===== config.mk =====
export PLATFORM = sky130hd
export DESIGN_NAME = cpu_axi_master_flat
export DESIGN_NICKNAME = d
export VERILOG_FILES = /design/src/rtl/cpu_axi_master_if.sv /design/src/rtl/cpu_axi_master.sv /design/src/flat_wrapper.sv
export SDC_FILE = /design/constraint.sdc
export NUM_CORES = 1
export LEC_CHECK = 0
export CAP_MARGIN = 40
export CORE_ASPECT_RATIO = 0.8
export CORE_MARGIN = 2
export CORE_UTILIZATION = 25
export DETAILED_ROUTE_END_ITERATION = 12
export DONT_BUFFER_PORTS = 1
export MAX_ROUTING_LAYER = met4
export PLACE_DENSITY_LB_ADDON = 0.12
export SLEW_MARGIN = 15
export SYNTH_ARGS = -nofsm -noshare
export SYNTH_HDL_FRONTEND = slang
export SYNTH_SLANG_ARGS = --single-unit

===== constraint.sdc =====
create_clock -name clk -period 1.9 [get_ports clk]
set_input_delay 0.475 -clock clk [delete_from_list [all_inputs] [get_ports clk]]
set_output_delay 0.475 -clock clk [all_outputs]
set_load 0.01 [all_outputs]

===== src/rtl/cpu_axi_master_if.sv =====
// AXI4 bus bundle between a core-side master and the interconnect.
// Only the signals a single-beat, non-burst master needs are carried.
interface cpu_axi_master_if #(
  parameter int ADDR_W = 32,
  parameter int DATA_W = 32,
  parameter int ID_W   = 4
);
  // Read address channel
  logic [ID_W-1:0]     arid;
  logic [ADDR_W-1:0]   araddr;
  logic [7:0]          arlen;
  logic [2:0]          arsize;
  logic [1:0]          arburst;
  logic                arvalid;
  logic                arready;
  // Read data channel
  logic [ID_W-1:0]     rid;
  logic [DATA_W-1:0]   rdata;
  logic [1:0]          rresp;
  logic                rlast;
  logic                rvalid;
  logic                rready;
  // Write address channel
  logic [ID_W-1:0]     awid;
  logic [ADDR_W-1:0]   awaddr;
  logic [7:0]          awlen;
  logic [2:0]          awsize;
  logic [1:0]          awburst;
  logic                awvalid;
  logic                awready;
  // Write data channel
  logic [DATA_W-1:0]   wdata;
  logic [DATA_W/8-1:0] wstrb;
  logic                wlast;
  logic                wvalid;
  logic                wready;
  // Write response channel
  logic [ID_W-1:0]     bid;
  logic [1:0]          bresp;
  logic                bvalid;
  logic                bready;

  modport master (
    output arid, araddr, arlen, arsize, arburst, arvalid,
    input  arready,
    input  rid, rdata, rresp, rlast, rvalid,
    output rready,
    output awid, awaddr, awlen, awsize, awburst, awvalid,
    input  awready,
    output wdata, wstrb, wlast, wvalid,
    input  wready,
    input  bid, bresp, bvalid,
    output bready
  );

  modport slave (
    input  arid, araddr, arlen, arsize, arburst, arvalid,
    output arready,
    output rid, rdata, rresp, rlast, rvalid,
    input  rready,
    input  awid, awaddr, awlen, awsize, awburst, awvalid,
    output awready,
    input  wdata, wstrb, wlast, wvalid,
    output wready,
    output bid, bresp, bvalid,
    input  bready
  );
endinterface


===== src/rtl/cpu_axi_master.sv =====
// Converts the core's single-word request port into single-beat AXI4
// read or write transactions. One transaction outstanding at a time;
// every AXI output is derived from registered state so the bus never sees
// the core port combinationally.
module cpu_axi_master #(
  parameter logic [3:0] MASTER_ID = 4'd0,
  parameter int         ADDR_W    = 32,
  parameter int         DATA_W    = 32
) (
  input  logic                clk,
  input  logic                rst,
  input  logic                req,
  input  logic                we,
  input  logic [ADDR_W-1:0]   addr,
  input  logic [DATA_W-1:0]   wdata,
  input  logic [DATA_W/8-1:0] wstrb,
  output logic                stall,
  output logic                done,
  output logic [DATA_W-1:0]   rdata,
  output logic                err,
  cpu_axi_master_if.master    axi
);

  localparam int STRB_W = DATA_W / 8;

  localparam logic [2:0] IDLE    = 3'd0;
  localparam logic [2:0] RD_A    = 3'd1;
  localparam logic [2:0] RD_D    = 3'd2;
  localparam logic [2:0] WR_AW   = 3'd3;
  localparam logic [2:0] WR_RESP = 3'd4;
  localparam logic [2:0] DONE    = 3'd5;

  logic [2:0]        state_q,    state_d;
  logic [ADDR_W-1:0] addr_q,     addr_d;
  logic [DATA_W-1:0] wdata_q,    wdata_d;
  logic [STRB_W-1:0] wstrb_q,    wstrb_d;
  logic [DATA_W-1:0] rdata_q,    rdata_d;
  logic              aw_done_q,  aw_done_d;
  logic              w_done_q,   w_done_d;
  logic              err_flag_q, err_flag_d;

  logic aw_fire;
  logic w_fire;

  // IDs are not checked: only one transaction is ever in flight.
  logic unused_ids;
  assign unused_ids = ^{axi.rid, axi.bid};

  // Bus outputs decoded from state and capture registers only.
  assign axi.arid    = MASTER_ID;
  assign axi.araddr  = addr_q;
  assign axi.arlen   = 8'd0;
  assign axi.arsize  = 3'b010;
  assign axi.arburst = 2'b01;
  assign axi.arvalid = (state_q == RD_A);
  assign axi.rready  = (state_q == RD_D);

  assign axi.awid    = MASTER_ID;
  assign axi.awaddr  = addr_q;
  assign axi.awlen   = 8'd0;
  assign axi.awsize  = 3'b010;
  assign axi.awburst = 2'b01;
  assign axi.awvalid = (state_q == WR_AW) && !aw_done_q;
  assign axi.wdata   = wdata_q;
  assign axi.wstrb   = wstrb_q;
  assign axi.wvalid  = (state_q == WR_AW) && !w_done_q;
  assign axi.wlast   = axi.wvalid;
  assign axi.bready  = (state_q == WR_RESP);

  assign aw_fire = axi.awvalid && axi.awready;
  assign w_fire  = axi.wvalid && axi.wready;

  // Core-side status.
  assign done  = (state_q == DONE);
  assign err   = done && err_flag_q;
  assign rdata = rdata_q;
  assign stall = req && !done;

  // Next-state and capture logic for the transaction sequencer.
  always_comb begin
    // NOTE: every _d gets its hold value first so no path through the case leaves it unassigned (no latch).
    state_d    = state_q;
    addr_d     = addr_q;
    wdata_d    = wdata_q;
    wstrb_d    = wstrb_q;
    rdata_d    = rdata_q;
    aw_done_d  = aw_done_q;
    w_done_d   = w_done_q;
    err_flag_d = err_flag_q;

    case (state_q)
      IDLE: begin
        if (req) begin
          // Direction is carried by the state itself; the rest is frozen here.
          addr_d     = addr;
          wdata_d    = wdata;
          wstrb_d    = wstrb;
          aw_done_d  = 1'b0;
          w_done_d   = 1'b0;
          err_flag_d = 1'b0;
          state_d    = we ? WR_AW : RD_A;
        end
      end
      RD_A: begin
        if (axi.arready) state_d = RD_D;
      end
      RD_D: begin
        // A beat without RLAST is a protocol violation and is ignored.
        if (axi.rvalid && axi.rlast) begin
          rdata_d    = axi.rdata;
          err_flag_d = (axi.rresp != 2'b00);
          state_d    = DONE;
        end
      end
      WR_AW: begin
        // AW and W complete independently; leave once both have, counting this cycle.
        aw_done_d = aw_done_q || aw_fire;
        w_done_d  = w_done_q || w_fire;
        if ((aw_done_q || aw_fire) && (w_done_q || w_fire)) state_d = WR_RESP;
      end
      WR_RESP: begin
        if (axi.bvalid) begin
          err_flag_d = (axi.bresp != 2'b00);
          state_d    = DONE;
        end
      end
      DONE: begin
        // A waiting request is picked up in IDLE, not here.
        state_d = IDLE;
      end
      default: state_d = IDLE;
    endcase
  end

  // State and capture registers with synchronous reset.
  always_ff @(posedge clk) begin
    // NOTE: non-blocking assignments so every flop samples pre-edge values regardless of statement order.
    if (rst) begin
      state_q    <= IDLE;
      addr_q     <= '0;
      wdata_q    <= '0;
      wstrb_q    <= '0;
      rdata_q    <= '0;
      aw_done_q  <= 1'b0;
      w_done_q   <= 1'b0;
      err_flag_q <= 1'b0;
    end else begin
      state_q    <= state_d;
      addr_q     <= addr_d;
      wdata_q    <= wdata_d;
      wstrb_q    <= wstrb_d;
      rdata_q    <= rdata_d;
      aw_done_q  <= aw_done_d;
      w_done_q   <= w_done_d;
      err_flag_q <= err_flag_d;
    end
  end

endmodule


===== src/flat_wrapper.sv =====
// flat-port wrapper written by rule: the top's interface ports become plain ports
module cpu_axi_master_flat 
#(
  parameter logic [3:0] MASTER_ID = 4'd0,
  parameter int         ADDR_W    = 32,
  parameter int         DATA_W    = 32
)
  (clk, rst, req, we, addr, wdata, wstrb, stall, done, rdata, err, axi_arid, axi_araddr, axi_arlen, axi_arsize, axi_arburst, axi_arvalid, axi_arready, axi_rid, axi_rdata, axi_rresp, axi_rlast, axi_rvalid, axi_rready, axi_awid, axi_awaddr, axi_awlen, axi_awsize, axi_awburst, axi_awvalid, axi_awready, axi_wdata, axi_wstrb, axi_wlast, axi_wvalid, axi_wready, axi_bid, axi_bresp, axi_bvalid, axi_bready);
  cpu_axi_master_if #(.ADDR_W(ADDR_W), .DATA_W(DATA_W), .ID_W(4)) axi_i ();
  input  logic clk;
  input  logic rst;
  input  logic req;
  input  logic we;
  input  logic [ADDR_W-1:0] addr;
  input  logic [DATA_W-1:0] wdata;
  input  logic [DATA_W/8-1:0] wstrb;
  output logic stall;
  output logic done;
  output logic [DATA_W-1:0] rdata;
  output logic err;
  output wire logic [$bits(axi_i.arid)-1:0] axi_arid;
  output wire logic [$bits(axi_i.araddr)-1:0] axi_araddr;
  output wire logic [$bits(axi_i.arlen)-1:0] axi_arlen;
  output wire logic [$bits(axi_i.arsize)-1:0] axi_arsize;
  output wire logic [$bits(axi_i.arburst)-1:0] axi_arburst;
  output wire logic [$bits(axi_i.arvalid)-1:0] axi_arvalid;
  input wire logic [$bits(axi_i.arready)-1:0] axi_arready;
  input wire logic [$bits(axi_i.rid)-1:0] axi_rid;
  input wire logic [$bits(axi_i.rdata)-1:0] axi_rdata;
  input wire logic [$bits(axi_i.rresp)-1:0] axi_rresp;
  input wire logic [$bits(axi_i.rlast)-1:0] axi_rlast;
  input wire logic [$bits(axi_i.rvalid)-1:0] axi_rvalid;
  output wire logic [$bits(axi_i.rready)-1:0] axi_rready;
  output wire logic [$bits(axi_i.awid)-1:0] axi_awid;
  output wire logic [$bits(axi_i.awaddr)-1:0] axi_awaddr;
  output wire logic [$bits(axi_i.awlen)-1:0] axi_awlen;
  output wire logic [$bits(axi_i.awsize)-1:0] axi_awsize;
  output wire logic [$bits(axi_i.awburst)-1:0] axi_awburst;
  output wire logic [$bits(axi_i.awvalid)-1:0] axi_awvalid;
  input wire logic [$bits(axi_i.awready)-1:0] axi_awready;
  output wire logic [$bits(axi_i.wdata)-1:0] axi_wdata;
  output wire logic [$bits(axi_i.wstrb)-1:0] axi_wstrb;
  output wire logic [$bits(axi_i.wlast)-1:0] axi_wlast;
  output wire logic [$bits(axi_i.wvalid)-1:0] axi_wvalid;
  input wire logic [$bits(axi_i.wready)-1:0] axi_wready;
  input wire logic [$bits(axi_i.bid)-1:0] axi_bid;
  input wire logic [$bits(axi_i.bresp)-1:0] axi_bresp;
  input wire logic [$bits(axi_i.bvalid)-1:0] axi_bvalid;
  output wire logic [$bits(axi_i.bready)-1:0] axi_bready;
  assign axi_arid = axi_i.arid;
  assign axi_araddr = axi_i.araddr;
  assign axi_arlen = axi_i.arlen;
  assign axi_arsize = axi_i.arsize;
  assign axi_arburst = axi_i.arburst;
  assign axi_arvalid = axi_i.arvalid;
  assign axi_i.arready = axi_arready;
  assign axi_i.rid = axi_rid;
  assign axi_i.rdata = axi_rdata;
  assign axi_i.rresp = axi_rresp;
  assign axi_i.rlast = axi_rlast;
  assign axi_i.rvalid = axi_rvalid;
  assign axi_rready = axi_i.rready;
  assign axi_awid = axi_i.awid;
  assign axi_awaddr = axi_i.awaddr;
  assign axi_awlen = axi_i.awlen;
  assign axi_awsize = axi_i.awsize;
  assign axi_awburst = axi_i.awburst;
  assign axi_awvalid = axi_i.awvalid;
  assign axi_i.awready = axi_awready;
  assign axi_wdata = axi_i.wdata;
  assign axi_wstrb = axi_i.wstrb;
  assign axi_wlast = axi_i.wlast;
  assign axi_wvalid = axi_i.wvalid;
  assign axi_i.wready = axi_wready;
  assign axi_i.bid = axi_bid;
  assign axi_i.bresp = axi_bresp;
  assign axi_i.bvalid = axi_bvalid;
  assign axi_bready = axi_i.bready;
  cpu_axi_master #(.MASTER_ID(MASTER_ID), .ADDR_W(ADDR_W), .DATA_W(DATA_W)) u_core (.clk(clk), .rst(rst), .req(req), .we(we), .addr(addr), .wdata(wdata), .wstrb(wstrb), .stall(stall), .done(done), .rdata(rdata), .err(err), .axi(axi_i));
endmodule

# Yosys cells after proc, flatten, opt, wreduce, memory -nomap -nowiden
# Index checks and enable logic that the tools add are counted.
# W data, S select, Z words.
[word_totals]
ff_bits = 106
input_bits = 122
output_inout_bits = 175
word_cells = 54
[classes]
eq_ne = 10
mux = 13
reduce_logical = 23
[ops]
columns = ["operator", "n"]
rows = [
  ["$mux W3", 5],
  ["$pmux W3 S5", 1],
  ["$logic_and A1 B1 Y1", 8],
  ["$eq A3 B2 Y1 const B", 2],
  ["$eq A3 B3 Y1 const B", 2],
  ["$ne A2 B2 Y1 const B", 3],
  ["$reduce_and A2 Y1", 3],
  ["$reduce_bool A2 Y1", 3],
  ["$reduce_and A5 Y1", 1],
  ["$ne A2 B1 Y1 const B", 2],
  ["$pmux W1 S2", 2],
  ["$reduce_and A4 Y1", 1],
  ["$eq A3 B1 Y1 const B", 1],
  ["$logic_not A1 Y1", 3],
  ["$logic_not A3 Y1", 1],
  ["$mux W1", 3],
  ["$pmux W1 S3", 1],
  ["$reduce_bool A3 Y1", 1],
  ["$logic_or A1 B1 Y1", 2],
  ["$mux W2", 1],
]

# Logic depth before layout (Yosys ltp)
[depth]
word_depth = 7
mapped_depth = 7
depth_no_buf = 4

# Least setup slack after synthesis
# Ideal clock, no wire load.
[synth_timing]
kind = "reg2out"
from = "register u_core.state_q[0]"
to = "output axi_wvalid"
arrival_ns = 1.170
slack_ns = 0.255
path_stages_with_launch = 6
path_cell_list = "dfxtp_1 buf_2 nor2b_1 nand2_1 nor2_1 buf_4"
[synth_between]
elab_chain_len = 2
[synth_rtl]
columns = ["item", "line", "source"]
rows = [
  ["from (decl)", "cpu_axi_master.sv:33", "logic [2:0] state_q, state_d;"],
  ["from (signal assigned)", "cpu_axi_master.sv:148", "state_q <= state_d;"],
  ["$eq A3 B2 Y1", "cpu_axi_master.sv:66", "assign axi.wvalid = (state_q == WR_AW) && !w_done_q;"],
  ["$logic_and A1 B1 Y1", "cpu_axi_master.sv:66", ""],
  ["to (decl)", "flat_wrapper.sv:44", "output wire logic [$bits(axi_i.wvalid)-1:0] axi_wvalid;"],
]
# Every way passes these cells.

# Worst setup path after layout
[layout_timing]
from = "register u_core.state_q[0]"
to = "output stall"
[layout_between]
elab_chain_len = 3
[layout_rtl]
columns = ["item", "line", "source"]
rows = [
  ["$eq A3 B3 Y1", "cpu_axi_master.sv:74", "assign done = (state_q == DONE);"],
  ["via done", "flat_wrapper.sv:18", "output logic done;"],
  ["$logic_not A1 Y1", "cpu_axi_master.sv:77", "assign stall = req && !done;"],
  ["$logic_and A1 B1 Y1", "cpu_axi_master.sv:77", ""],
  ["to (decl)", "flat_wrapper.sv:17", "output logic stall;"],
]
# The timed path passes the listed nets, and every way through them passes these cells.

==> results.sh <==
export IMPL_grt_pass1_wl_um=16000
export IMPL_p_seq_share_pct=49.9
export IMPL_p_leak_uw=0.00165
export IMPL_status="finished clean"
export IMPL_synthArstFlopShare_pct=0
export IMPL_end_kind="primary output"
export IMPL_final_cell_mix="nand2_1 (204), dfxtp_1 (104), a21oi_1 (102), conb_1 (34), buf_4 (10)"
export IMPL_synthDistinctLibCells=30
export IMPL_synthCells=557
export IMPL_postCtsSetupBuffers=0
export IMPL_vias_per_cell=4.34
export IMPL_first_pass_iters=6
export IMPL_avgSynthCellArea_um2=7.80
export IMPL_antenna_cells=0
export IMPL_rows=43
export IMPL_start_util_pct=25.3
export IMPL_yosys_warnings=0
export IMPL_start_kind="flop"
export IMPL_drc=0
export IMPL_areaGrowthSynthToFinish_pct=3.86
export IMPL_grt_antenna_before_repair=0
export IMPL_post_dp_hpwl_um=7930
export IMPL_core_area_mm2=0.0172
export IMPL_skew_ns=0.00538
export IMPL_clk_path_buf_depth=2
export IMPL_root_buffer="clkbuf_16"
export IMPL_finalWirelength_um=11200
export IMPL_path_class="reg -> out"
export IMPL_finalWeightedCongestion=0.708
export IMPL_die_h_um=122
export IMPL_total_power_uw=5920
export IMPL_regArea_mm2=0.00212
export IMPL_multi_input_area_mm2=0.00166
export IMPL_timing_fmax_ghz=0.552
export IMPL_maxSlewViolCount=0
export IMPL_seq_area_frac_synth_pct=48.9
export IMPL_die_w_um=151
export IMPL_pwr_density_cell_mw_per_mm2=1310
export IMPL_grt_max_degree=107
export IMPL_synth_seq_cells=106
export IMPL_cp_arrival_ns=1.34
export IMPL_insertion_delay_ns=0.34
export IMPL_die_area_mm2=0.0184
export IMPL_synthFlopType="dfxtp_1"
export IMPL_synth_edff_count=0
export IMPL_crit_fanout=5
export IMPL_final_common_cell="nand2_1"
export IMPL_wire_per_inst_um=15.2
export IMPL_grt_pass1_vias=2902
export IMPL_grt_remaining_overflow=0
export IMPL_rsz0062_at_grt="no"
export IMPL_layout_nets=631
export IMPL_pwr_share_comb_pct=17.9
export IMPL_nFillCells=1894
export IMPL_netlist_area_mm2=0.00434
export IMPL_switchingPower_uw=1940
export IMPL_cts_inserted_buffers=9
export IMPL_cts_sinks=106
export IMPL_intPower_uw=3990
export IMPL_clockPowerShare_pct=32.3
export IMPL_postRouteAntennaNets=0
export IMPL_hold_path_class="in -> reg"
export IMPL_vdd_drop_max_mv=0.419
export IMPL_reg2reg_depth=6
export IMPL_tns_ns=0
export IMPL_io_pins=297
export IMPL_io_buffers=0
export IMPL_cap_violations=0
export IMPL_period_needed_ns=1.81
export IMPL_switching_share_pct=32.7
export IMPL_finalHoldViolations=0
export IMPL_setup_violations=0
export IMPL_cts_tree="built"
export IMPL_timing_final_crit_share_pct=95.3
export IMPL_min_path_cells=1
export IMPL_drt_initial_drc_count=89
export IMPL_drive_gt1_share_pct=7.39
export IMPL_ctsHtreeMaxLevel=3
export IMPL_num_vias=3206
export IMPL_crit_required_ns=1.42
export IMPL_path_clk_slew_ns=0.07
export IMPL_gr_usage_all_layers_pct=11.8
cells by family after synthesis:
family,count (synthesis),share of synthesized area (%)
simple gates,228,20.9
other cells,2,0.173
flops,106,48.9
compound gates,114,13.7
buf+inv,105,15.8
mux,2,0.490
layout make-up:
type / count / area share, %
multi-input cells: 378 / 36.8
clock buffers: 11 / 5.60
well taps: 225 / 6.24
repair buffers: 13 / 3.00
flip-flops and latches: 106 / 47.1
inverters: 1 / 0.0832
clock inverters: 5 / 1.17
power groups by stage:
| stage | Combinational [uW] | Sequential [uW] | Clock [uW] |
|---|---|---|---|
| 2_1_floorplan | 1130 | 2840 | 0 |
| 5_1_grt | 1220 | 3010 | 2090 |
| 3_3_place_gp | 1070 | 3010 | 0 |
| 3_5_place_dp | 1100 | 3010 | 0 |
| 6_report | 1060 | 2950 | 1910 |
| 4_1_cts | 1100 | 2960 | 1990 |
state kept, by name, indices dropped and copies added, names as in the netlist:
name and cells:
u_core.rdata 32, u_core.err_flag_q 1, u_core.w_done_q 1, u_core.axi.wdata 32, u_core.state_q 3, u_core.aw_done_q 1
u_core.axi.wstrb 4, u_core.axi.araddr 32
per-stage QoR:
step           instances  util (%)  cell area, um^2  hold WS, ns  setup slack, ns
6_report             739      26.3             4510        0.201           0.0892
5_1_grt              739      26.3             4510        0.176           0.0223
3_3_place_gp         723      24.5             4200        0.487            0.330
3_5_place_dp         723      24.5             4200        0.491            0.314
2_1_floorplan        589         -             4460        0.481            0.255
4_1_cts              739      26.3             4510        0.175           0.0408
timing repair:
action,4_1_cts,5_1_grt
setup endpoints to repair,5,4
gates cloned,0,0
hold buffers,0,0
gates resized for setup,3,1
synthesized netlist by cell type, drive strengths merged, types with 2 or more instances:
| cell type | instances | area [um^2] |
|---|---|---|
| clkbuf | 20 | 75.1 |
| or4 | 2 | 15.0 |
| o22ai | 2 | 12.5 |
| a21oi | 102 | 510 |
| nor3b | 2 | 20.0 |
| nor2 | 5 | 18.8 |
| buf | 84 | 609 |
| nor3 | 2 | 10.0 |
| nor2b | 5 | 31.3 |
| and2 | 2 | 12.5 |
| nand2 | 205 | 769 |
| o21ai | 2 | 10.0 |
| a31oi | 3 | 18.8 |
| and3 | 2 | 12.5 |
| dfxtp | 106 | 2120 |
| conb | 2 | 7.51 |
path summary, 6_finish.rpt:
path	end	slack [ns]	start
max	stall	0.09	u_core.state_q[0]
min	u_core.rdata[7]	0.20	rst
max reg2reg	u_core.rdata[19]	0.48	u_core.state_q[0]
min reg2reg	u_core.rdata[7]	0.50	u_core.rdata[7]
layer usage:
layer,vias up,global-route usage (%),part of all wire [%]
li1,1586,-,-
met5,-,-,0
met2,153,19.9,50
met4,0,4.32,1.8
met1,1456,12.8,40
met3,11,4.12,8.2
critical path, stage by stage, from the launching register on:
cell	delay, ns
dfxtp_2	0.34
buf_4	0.15
and3b_2	0.24
nor2b_1	0.13
buf_4	0.13
(Power assumes the default switching activity.)
